--- src/rtl/mips_bus_arbiter.sv ---
// mips_bus_arbiter: two-master, one-slave arbiter for the MIPS memory bus.
// Master 0 is the CPU port and master 1 is the loader/DMA port. Both share one
// RAM/bus slave using a waitrequest handshake, with round-robin on ties.
//
// Optional feature macro: MIPS_ARB_LOCK_EN
//   When it is defined, the m0_lock and m1_lock inputs are added. A locked
//   master keeps the bus across back-to-back transactions, which supports
//   read-modify-write sequences. When it is undefined, every completed
//   transaction returns to IDLE.
//
// state   | meaning
// --------+------------------------------------------------------------
// IDLE    | no owner, grant=00; arbitrate among pending requests
// ACCESS  | granted master muxed onto the slave; wait for acceptance
// RDATA   | slave returns read data; granted master released this cycle

module mips_bus_arbiter #(
  parameter  int ADDR_W = 32,
  parameter  int DATA_W = 32,
  localparam int BE_W   = DATA_W / 8
) (
  input  logic              clk,
  input  logic              reset,

  input  logic [ADDR_W-1:0] m0_address,
  input  logic              m0_read,
  input  logic              m0_write,
  input  logic [DATA_W-1:0] m0_writedata,
  input  logic [BE_W-1:0]   m0_byteenable,
  output logic [DATA_W-1:0] m0_readdata,
  output logic              m0_waitrequest,
`ifdef MIPS_ARB_LOCK_EN
  input  logic              m0_lock,
`endif

  input  logic [ADDR_W-1:0] m1_address,
  input  logic              m1_read,
  input  logic              m1_write,
  input  logic [DATA_W-1:0] m1_writedata,
  input  logic [BE_W-1:0]   m1_byteenable,
  output logic [DATA_W-1:0] m1_readdata,
  output logic              m1_waitrequest,
`ifdef MIPS_ARB_LOCK_EN
  input  logic              m1_lock,
`endif

  output logic [ADDR_W-1:0] s_address,
  output logic              s_read,
  output logic              s_write,
  output logic [DATA_W-1:0] s_writedata,
  output logic [BE_W-1:0]   s_byteenable,
  input  logic [DATA_W-1:0] s_readdata,
  input  logic              s_waitrequest,

  output logic [1:0]        grant
);

  typedef enum logic [1:0] {
    ST_IDLE   = 2'd0,
    ST_ACCESS = 2'd1,
    ST_RDATA  = 2'd2
  } state_e;

  state_e      state_q, state_d;
  logic [1:0]  grant_q, grant_d;
  // Set when master 1 held the most recent grant; resets to 1 so that
  // master 0 wins the first tie after reset.
  logic        last_m1_q, last_m1_d;

  logic              m0_req, m1_req;
  logic              sel_m1;
  logic [ADDR_W-1:0] sel_address;
  logic              sel_read, sel_write, sel_req, sel_lock;
  logic [DATA_W-1:0] sel_writedata;
  logic [BE_W-1:0]   sel_byteenable;

  // Port-level request view of each master, plus the granted master's bus.
  always_comb begin
    m0_req         = m0_read | m0_write;
    m1_req         = m1_read | m1_write;
    sel_m1         = grant_q[1];
    sel_address    = sel_m1 ? m1_address    : m0_address;
    sel_read       = sel_m1 ? m1_read       : m0_read;
    sel_write      = sel_m1 ? m1_write      : m0_write;
    sel_writedata  = sel_m1 ? m1_writedata  : m0_writedata;
    sel_byteenable = sel_m1 ? m1_byteenable : m0_byteenable;
    sel_req        = sel_read | sel_write;
  end

`ifdef MIPS_ARB_LOCK_EN
  // Lock of whichever master currently owns the bus.
  always_comb begin
    sel_lock = sel_m1 ? m1_lock : m0_lock;
  end
`else
  // Without the lock feature every completion re-arbitrates.
  always_comb begin
    sel_lock = 1'b0;
  end
`endif

  // State register; an async reset aborts any transaction in flight.
  always_ff @(posedge clk or negedge reset) begin
    if (!reset) begin
      state_q   <= ST_IDLE;
      grant_q   <= 2'b00;
      last_m1_q <= 1'b1;
    end else begin
      state_q   <= state_d;
      grant_q   <= grant_d;
      last_m1_q <= last_m1_d;
    end
  end

  // Next-state logic plus all slave-side and master-side outputs.
  always_comb begin
    logic release_sel;
    logic return_rd;

    state_d        = state_q;
    grant_d        = grant_q;
    last_m1_d      = last_m1_q;
    s_address      = '0;
    s_read         = 1'b0;
    s_write        = 1'b0;
    s_writedata    = '0;
    s_byteenable   = '0;
    m0_waitrequest = 1'b1;
    m1_waitrequest = 1'b1;
    m0_readdata    = '0;
    m1_readdata    = '0;
    release_sel    = 1'b0;
    return_rd      = 1'b0;

    case (state_q)
      ST_IDLE: begin
        grant_d = 2'b00;
        if (m0_req && m1_req) begin
          // Round-robin: the master that did not own the bus last goes first.
          if (last_m1_q) begin
            grant_d   = 2'b01;
            last_m1_d = 1'b0;
          end else begin
            grant_d   = 2'b10;
            last_m1_d = 1'b1;
          end
          state_d = ST_ACCESS;
        end else if (m0_req) begin
          grant_d   = 2'b01;
          last_m1_d = 1'b0;
          state_d   = ST_ACCESS;
        end else if (m1_req) begin
          grant_d   = 2'b10;
          last_m1_d = 1'b1;
          state_d   = ST_ACCESS;
        end
      end

      ST_ACCESS: begin
        if (!sel_req) begin
          // The owner withdrew mid-access: drop the slave strobes and give up the bus.
          state_d = ST_IDLE;
          grant_d = 2'b00;
        end else begin
          s_address    = sel_address;
          s_writedata  = sel_writedata;
          s_byteenable = sel_byteenable;
          s_write      = sel_write;
          // When read and write are both asserted, only the write is forwarded.
          s_read       = sel_read & ~sel_write;
          if (!s_waitrequest) begin
            if (sel_write) begin
              release_sel = 1'b1;
              if (sel_lock) begin
                state_d = ST_ACCESS;
              end else begin
                state_d = ST_IDLE;
                grant_d = 2'b00;
              end
            end else begin
              state_d = ST_RDATA;
            end
          end
        end
      end

      ST_RDATA: begin
        release_sel = 1'b1;
        return_rd   = 1'b1;
        // Lock only keeps the bus if the owner already presents its next request.
        if (sel_lock && sel_req) begin
          state_d = ST_ACCESS;
        end else begin
          state_d = ST_IDLE;
          grant_d = 2'b00;
        end
      end

      default: begin
        state_d = ST_IDLE;
        grant_d = 2'b00;
      end
    endcase

    // Only the owning master is ever released; the other master stays stalled with zero data.
    if (release_sel) begin
      if (sel_m1) m1_waitrequest = 1'b0;
      else        m0_waitrequest = 1'b0;
    end
    if (return_rd) begin
      if (sel_m1) m1_readdata = s_readdata;
      else        m0_readdata = s_readdata;
    end
  end

  assign grant = grant_q;

endmodule

--- config.mk ---
export PLATFORM = sky130hd
export DESIGN_NAME = mips_bus_arbiter
export DESIGN_NICKNAME = d
export VERILOG_FILES = /design/src/rtl/mips_bus_arbiter.sv
export SDC_FILE = /design/constraint.sdc
export NUM_CORES = 1
export LEC_CHECK = 0
export ABC_AREA = 1
export BUFFER_PORTS_ARGS = -buffer_cell sky130_fd_sc_hd__buf_4
export CAP_MARGIN = 40
export CELL_PAD_IN_SITES_DETAIL_PLACEMENT = 0
export CELL_PAD_IN_SITES_GLOBAL_PLACEMENT = 2
export CORE_UTILIZATION = 10
export DETAILED_ROUTE_END_ITERATION = 12
export GPL_TIMING_DRIVEN = 0
export HOLD_SLACK_MARGIN = 0.03
export PLACE_DENSITY = 0.95
export SLEW_MARGIN = 25
export SYNTH_ARGS = -nofsm -noshare
export SYNTH_HDL_FRONTEND = slang
export SYNTH_SLANG_ARGS = --single-unit
--- constraint.sdc ---
create_clock -name clk -period 1.7 [get_ports clk]
set_input_delay 0.51 -clock clk [delete_from_list [all_inputs] [get_ports clk]]
set_output_delay 0.51 -clock clk [all_outputs]
set_load 0.01 [all_outputs]
# == Word-level counts from Yosys, hierarchy flattened ==
# Index checks and enable logic that the tools add are counted.
# W data, S select, Z words.
# totals
register_bits,5
in_bits,175
output_inout_bits,138
elab_cells,66
# classes
n_eq_ne,5
n_mux,47
bitwise_logic,5
n_reduce_logical,6
# op_table
operator,count
$mux W32,10
$mux W2,13
$mux W1,18
$mux W4,3
$pmux W2 S2,2
$ne A3 B3 Y1 const B,2
$reduce_and A2 Y1,3
$ne A4 B4 Y1 const B,1
$or A1 B1 Y1,3
$reduce_bool A3 Y1,1
$eq A2 B1 Y1 const B,1
$eq A2 B2 Y1 const B,1
$logic_not A2 Y1,1
$pmux W1 S2,1
$and A1 B1 Y1,1
$logic_and A1 B1 Y1,1
$not A1 Y1,1

# == Logic depth before layout (Yosys ltp) ==
# Gate-level depths: netlist (run 1).
# logic_depth
ltp_word,6
depth_mapped,9
mapped_depth_nobuf,8

# == Least setup slack after synthesis (run 1) ==
# No wires, ideal clock.
# synth_path
kind,register to output
startpoint,register grant_q[1] (netlist: grant[1])
endpoint,output port s_address[15]
arrival_ns,1.332
t_required_ns,1.190
path_slack_ns,-0.142
stages_incl_launch_ff,7
n_path_buf,3
path_cell_list,dfrtp_1 -> inv_2 -> buf_6 -> buf_2 -> clkbuf_1 -> nand2_1 -> a21oi_2
# synth_between
elab_chain_len,4
elab_cells_between_ends,6
cone_classes,mux (5); bitwise (1)
# synth_rtl
item,line,rtl
start: declaration,65,"logic [1:0] grant_q, grant_d;"
start signal: assignment,110,grant_q <= grant_d;
$mux W1 (on tied branches),"83, 84",
$or A1 B1 Y1,87,sel_req = sel_read | sel_write;
$mux W32 *,160,if (!sel_req) begin
$mux W32 *,135,case (state_q)
end: declaration,47,"output logic [ADDR_W-1:0] s_address,"
# Every way passes the cells marked *; elsewhere a longest branch is shown, timed or not.

# == Final worst setup path (run 1) ==
# layout_path
startpoint,register grant_q[1] (netlist: grant[1])
endpoint,output port s_writedata[0]
# layout_between
elab_chain_len,4
elab_cells_between_ends,6
cone_classes,mux (5); bitwise (1)
# layout_rtl
item,line,rtl
$mux W1 (on tied branches),"83, 84",
$or A1 B1 Y1,87,
$mux W32 *,160,
$mux W32 *,135,
end: declaration,50,"output logic [DATA_W-1:0] s_writedata,"
# Marks and branches as above.

==> results of run 1 <==
-- state kept, by name, summed over array words and instances, names as in the netlist --
register / flops
state_q: 2
grant: 2
last_m1_q: 1
-- kinds of logic after synthesis --
group / synth area share, %
buffers and inverters: 16.5
AND/OR/NAND/NOR: 50.9
flip-flops: 6.85
AO/OA/AOI/OAI: 23.7
adder cells (fa/ha/maj): 2.04
-- final timing paths --
kind	from	endpoint	cells after the start
worst max-delay path	grant[1]	s_writedata[0]	9
worst min-delay path	reset	grant[0]	1
worst max register to register	state_q[1]	state_q[1]	11
worst min register to register	grant[0]	grant[0]	2
max in group asynchronous	reset	last_m1_q	1
min in group clk	grant[0]	grant[0]	2
-- routing by layer --
layer  global-route usage [%]  up-vias
li1                         -     1871
met1                     12.4     1609
met2                     24.6      200
met3                     2.13        6
met4                     1.81        0
met5                        0        -
-- what timing repair did --
| action | 4_1_cts | 5_1_grt |
|---|---|---|
| setup endpoints to repair | 136 | 136 |
| gates resized for setup | 106 | 28 |
| buffers inserted | 14 | 1 |
| gates cloned | 4 | 0 |
| pin swaps | 1 | 4 |
-- critical path, delay by kind of cell, from the launching register on --
family | cells | cell delay, ns
buffers and inverters | 4 | 0.53
DFF | 1 | 0.39
and+or+nand+nor | 4 | 0.27
AOI/OAI and AO/OA | 1 | 0.22
-- Yosys cell counts --
cell type | instances | area share, %
a21oi_1 | 49 | 13
a21oi_2 | 20 | 9.5
buf_1 | 2 | 0.41
buf_2 | 6 | 1.6
buf_6 | 4 | 2.4
clkbuf_1 | 17 | 3.5
dfrtp_1 | 4 | 5.4
dfstp_2 | 1 | 1.4
ha_1 | 3 | 2.0
inv_1 | 41 | 8.3
inv_2 | 1 | 0.20
nand2_1 | 162 | 33
nand2_2 | 1 | 0.34
nand3_1 | 10 | 2.7
nor2_1 | 73 | 15
o21ai_0 | 2 | 0.54
o21bai_1 | 1 | 0.41
-- area by class of cell --
class | instances | area, um2 | share of cell area, %
Buffer | 28 | 342 | 6.13
Clock buffer | 4 | 78.8 | 1.41
Inverter | 42 | 158 | 2.83
Multi-Input combinational cell | 321 | 1900 | 34.0
Sequential cell | 5 | 128 | 2.29
Tap cell | 229 | 287 | 5.14
Timing Repair Buffer | 330 | 2680 | 48.2
-- where the power goes --
group / total [uW] / leakage, uW / internal [uW] / switching [uW]
sequential: 237 / 0.0000606 / 183 / 54.3
clock: 391 / 0.0000382 / 311 / 79.8
combinational: 6230 / 0.00287 / 3120 / 3110
total: 6850 / 0.00296 / 3610 / 3240
-- per-stage QoR --
stage	setup slack (ns)	hold slack, ns	TNS, ns	area [um2]
5_1_grt	-0.533	0.0793	-58.33	5570
3_5_place_dp	-0.624	0.319	-57.48	4800
4_1_cts	-0.550	0.0765	-52.36	5490
2_1_floorplan	-0.0938	0.214	-3.39	2170
3_3_place_gp	-0.627	0.315	-58.59	4800
6_report	-0.465	0.0770	-45.90	5570
==> metrics.txt, run 1 <==
RSZ-0062 raised after global routing=true; Initial Util=between 10% and 20%; Final Max Tran Viols=0; Port-buffer cells=312; Mapped Cells=a little under 400; initial antenna violation count=0; Antenna Cells=0; Cell variety after synth=17; Layout area overhead=202%; fin cells=approximately 960; PwrDens=approximately 1200 mW/mm2; H-tree levels=1; Synthesized Nets=roughly 580; vias in the first global route=roughly 3.5k; worst-margin pin slew=approximately 0.25 ns; max_slew headroom=83.2%; Pre-antenna DRT Iters=4; IO Count=between 300 and 400; fmax=about 0.46 GHz; register-to-register setup slack=approximately 0.090 ns; WL/cell=roughly 13 um; core area=approximately 0.018 mm2; fraction of layout instances using a drive strength above 1=between 60% and 70%; Hold Crit Class=primary input to asynchronous set/reset pin; GP Congestion=approximately 0.74; total power=6850 uW; YS warnings=0; syn avg cell area=between 4 and 5 um2; Final #Nets=approximately 900; remaining global-route overflow=0; most common cell after layout, fill and taps aside=buf_4; CP dominant cell by count=nand2_4; CTS tree=done; clock root cell=clkbuf_16; CP max stage delay=~0.39 ns; CP startpoint kind=flop; slowest CP cell=dfrtp_2; worst skew pair latency=~0.23 ns; clock sink count=5; CTS Buffer Depth=2; LEAKAGE=0.00296 uW; crit path DAT=roughly 1.7 ns; post-layout min period=roughly 2.2 ns; all-layer global routing usage=a little under an eighth; met2 WL=just under 7 mm; vias per cell=3.84; post-DP HPWL=approximately 10 mm; final setup vio count=approximately 140; Final Hold Fails=0; VDD IR max=0.000694 V; cts bufs inserted=3; # fillers=roughly 2k; CP required=about 1.2 ns; synthesis-stage register bit count=5; Hold Buf Count CTS=0; final period utilization=127%; clk_skew=0.00112 ns; routed wire length=between 10 and 15 mm; largest net degree at the start of global routing=11; failing checks=setup timing; Setup crit end kind=output pin; total number of vias=around 3.7k; wire length on met1=about 4.5 mm; row cnt=between 40 and 50; commonest non-fill, non-tap cells in the layout=295 x buf_4, 157 x nand2_1, 71 x nor2_1; Max Used Layer=met4; die extent in y=138 um; peak fanout along the critical path=7; post-synthesis sequential area ratio=6.85%; Antenna Nets Post-Route=0; Layout Utilization=30.9%; dpl cells=938; drt drc=0; WL met3=between 1 and 1.5 mm; clock slew at reported path FFs=0.03 ns; Initial DRC Count=77; status=finished with violations; final worst slack=-0.465 ns; Die W=138 um; post-synthesis cell area=0.00184 mm2; max cap viols=0; die area=around 0.019 mm2; CP cell instances=inv_2 > buf_12 > nand2_4 > nand2_4 > nand2_4 > nand2_8 > buf_12 > a21oi_1 > buf_4; first-pass GRT wire length=17.5 mm; WS Path Type=flop to output pin
(Power assumes the default switching activity.)
==> inputs of run 2 (changes only) <==
Settings changed: MAX_ROUTING_LAYER from default to met4.
==> run 2 against run 1 <==
Non-clock buffer count stayed put. Combinational power hardly changed. Worst setup slack barely moved. Sequential power about the same. First-iteration DRC count up 27%. The flow still finishes with violations (setup timing). Maximum frequency barely moved. Wire length about the same. Count of clock-buffer cells in the layout is the same. Core utilization stayed put. Die area stayed put. Cell count unchanged.
==> metrics.txt, run 2 (synthesis results as in run 1) <==
final worst slack=-0.465 ns (about the same); failing checks=setup timing (unchanged); Antenna Nets Post-Route=0 (unchanged); Layout Utilization=30.9% (unchanged); fin area=0.00557 mm2 (unchanged); Area after DPL=0.00480 mm2 (unchanged); register area=128 um2 (unchanged); setup TNS=-45.92 ns (was -45.90 ns); Setup crit end kind=output pin (unchanged); H-tree levels=1 (unchanged); CP required=1.19 ns (about the same); GP Congestion=0.747 (was 0.738); Final Max Tran Viols=0 (unchanged); LEAKAGE=0.00296 uW (unchanged); vias in the first global route=3483 (was 3480); Final Hold Fails=0 (unchanged); final setup vio count=136 (unchanged); vias per cell=3.85 (was 3.84); area occupied by multi-input gates=0.00190 mm2 (unchanged); Layout area overhead=202% (unchanged); fmax=0.462 GHz (about the same); Post-Place Worst Slack=-0.624 ns (unchanged); initial antenna violation count=0 (unchanged); worst-margin pin slew=0.253 ns (about the same); Worst Reg-to-Reg Cells=11 (unchanged); drt drc=0 (unchanged); most common cell after layout, fill and taps aside=buf_4 (unchanged); total number of vias=3688 (was 3686); clock sink count=5 (unchanged); Initial DRC Count=98 (was 77); commonest non-fill, non-tap cells in the layout=295 x buf_4, 157 x nand2_1, 71 x nor2_1 (unchanged); post-layout min period=2.17 ns (about the same); die area=0.0190 mm2 (unchanged); Pre-antenna DRT Iters=4 (unchanged); Die W=138 um (unchanged); final period utilization=127% (about the same); routed wire length=12.5 mm (about the same); Antenna Cells=0 (unchanged); register-to-register setup slack=0.09 ns (about the same); clk_skew=0.00115 ns (was 0.00112 ns); CTS Buffer Depth=2 (unchanged); Hold Buf Count CTS=0 (unchanged); max_slew headroom=83.2% (about the same); crit path DAT=1.66 ns (about the same); PwrDens=1230 mW/mm2 (about the same); clock slew at reported path FFs=0.03 ns (about the same); row cnt=49 (unchanged); fin cells=959 (unchanged); post-DP HPWL=10.5 mm (unchanged); all-layer global routing usage=12.3% (was 11.9%); peak fanout along the critical path=7 (unchanged); max cap viols=0 (unchanged); status=finished with violations (unchanged); RR Endpoint=state_q[1] (unchanged); clock root cell=clkbuf_16 (unchanged); first-pass GRT wire length=17.5 mm (about the same); worst skew pair latency=0.23 ns (about the same); RSZ-0062 raised after global routing=true (unchanged); WS Path Type=flop to output pin (unchanged); largest net degree at the start of global routing=11 (unchanged); WL/cell=13.1 um (about the same); dpl cells=938 (unchanged); die extent in y=138 um (unchanged); cts bufs inserted=3 (unchanged); FF-to-FF Start=state_q[1] (unchanged); VDD IR max=0.000695 V (was 0.000694 V); IO Count=313 (unchanged); Final #Nets=909 (unchanged); Port-buffer cells=312 (unchanged); Hold Crit Class=primary input to asynchronous set/reset pin (unchanged); # fillers=2001 (unchanged); CP startpoint kind=flop (unchanged); remaining global-route overflow=0 (unchanged); CTS tree=done (unchanged); fraction of layout instances using a drive strength above 1=61.2% (unchanged); core area=0.0180 mm2 (unchanged); Initial Util=10.2% (unchanged)
run 2: cell counts in the layout (fill, tap and decap cells not counted):
Identical to the previous run, type by type.
run 2: timing repair:
| action | in CTS | in global routing |
|---|---|---|
| endpoints found under the setup margin | 136 | 136 |
| hold endpoints to repair | 0 | 0 |
| gates resized for setup | 106 | 28 |
| setup buffers | 14 | 1 |
| gates cloned | 4 | 0 |
| pin swaps | 1 | 4 |
run 2: worst max path at each step:
stage	from	to	depth (start not counted)
after floorplan	grant[1]	s_address[14]	9
after global placement	m0_write	s_address[9]	9
after detailed placement	m1_write	s_address[9]	9
after CTS	grant[1]	s_address[25]	11
after global routing	grant[1]	s_writedata[18]	9
final	grant[1]	s_writedata[0]	8
run 2: critical path, stage by stage (launching register included):
cell and delay, ns:
dfrtp_2 0.39, inv_2 0.06, nand2_1 0.13, nand2_2 0.11
nand2_4 0.10, nand2_8 0.07, buf_12 0.15, a21oi_1 0.22
buf_4 0.18
run 2: layout make-up:
cell class / instances / area share, %
Timing Repair Buffer: 330 / 48.2
Multi-Input combinational cell: 321 / 34.0
Buffer: 28 / 6.13
Tap cell: 229 / 5.14
Inverter: 42 / 2.83
Sequential cell: 5 / 2.29
Clock buffer: 4 / 1.41
run 2: through the flow:
stage | total power [uW] | hold WS, ns
3_3_place_gp | 5090 | 0.315
4_1_cts | 6820 | 0.0765
3_5_place_dp | 5080 | 0.319
2_1_floorplan | 2910 | 0.214
6_report | 6850 | 0.0770
5_1_grt | 7410 | 0.0793
run 2: where the power goes:
part	total, uW	switching, uW	internal, uW
sequential	237	54.3	183
combinational	6230	3110	3120
clock	391	79.8	311
total	6850	3240	3610
run 2: per-layer routing:
metal / up-vias / wire length, um / GRT usage, %
li1: 1871 / - / -
met1: 1613 / 4680 / 13.1
met2: 198 / 6780 / 24.6
met3: 6 / 982 / 1.14
met4: 0 / 82 / 1.81
met5: - / 0 / -
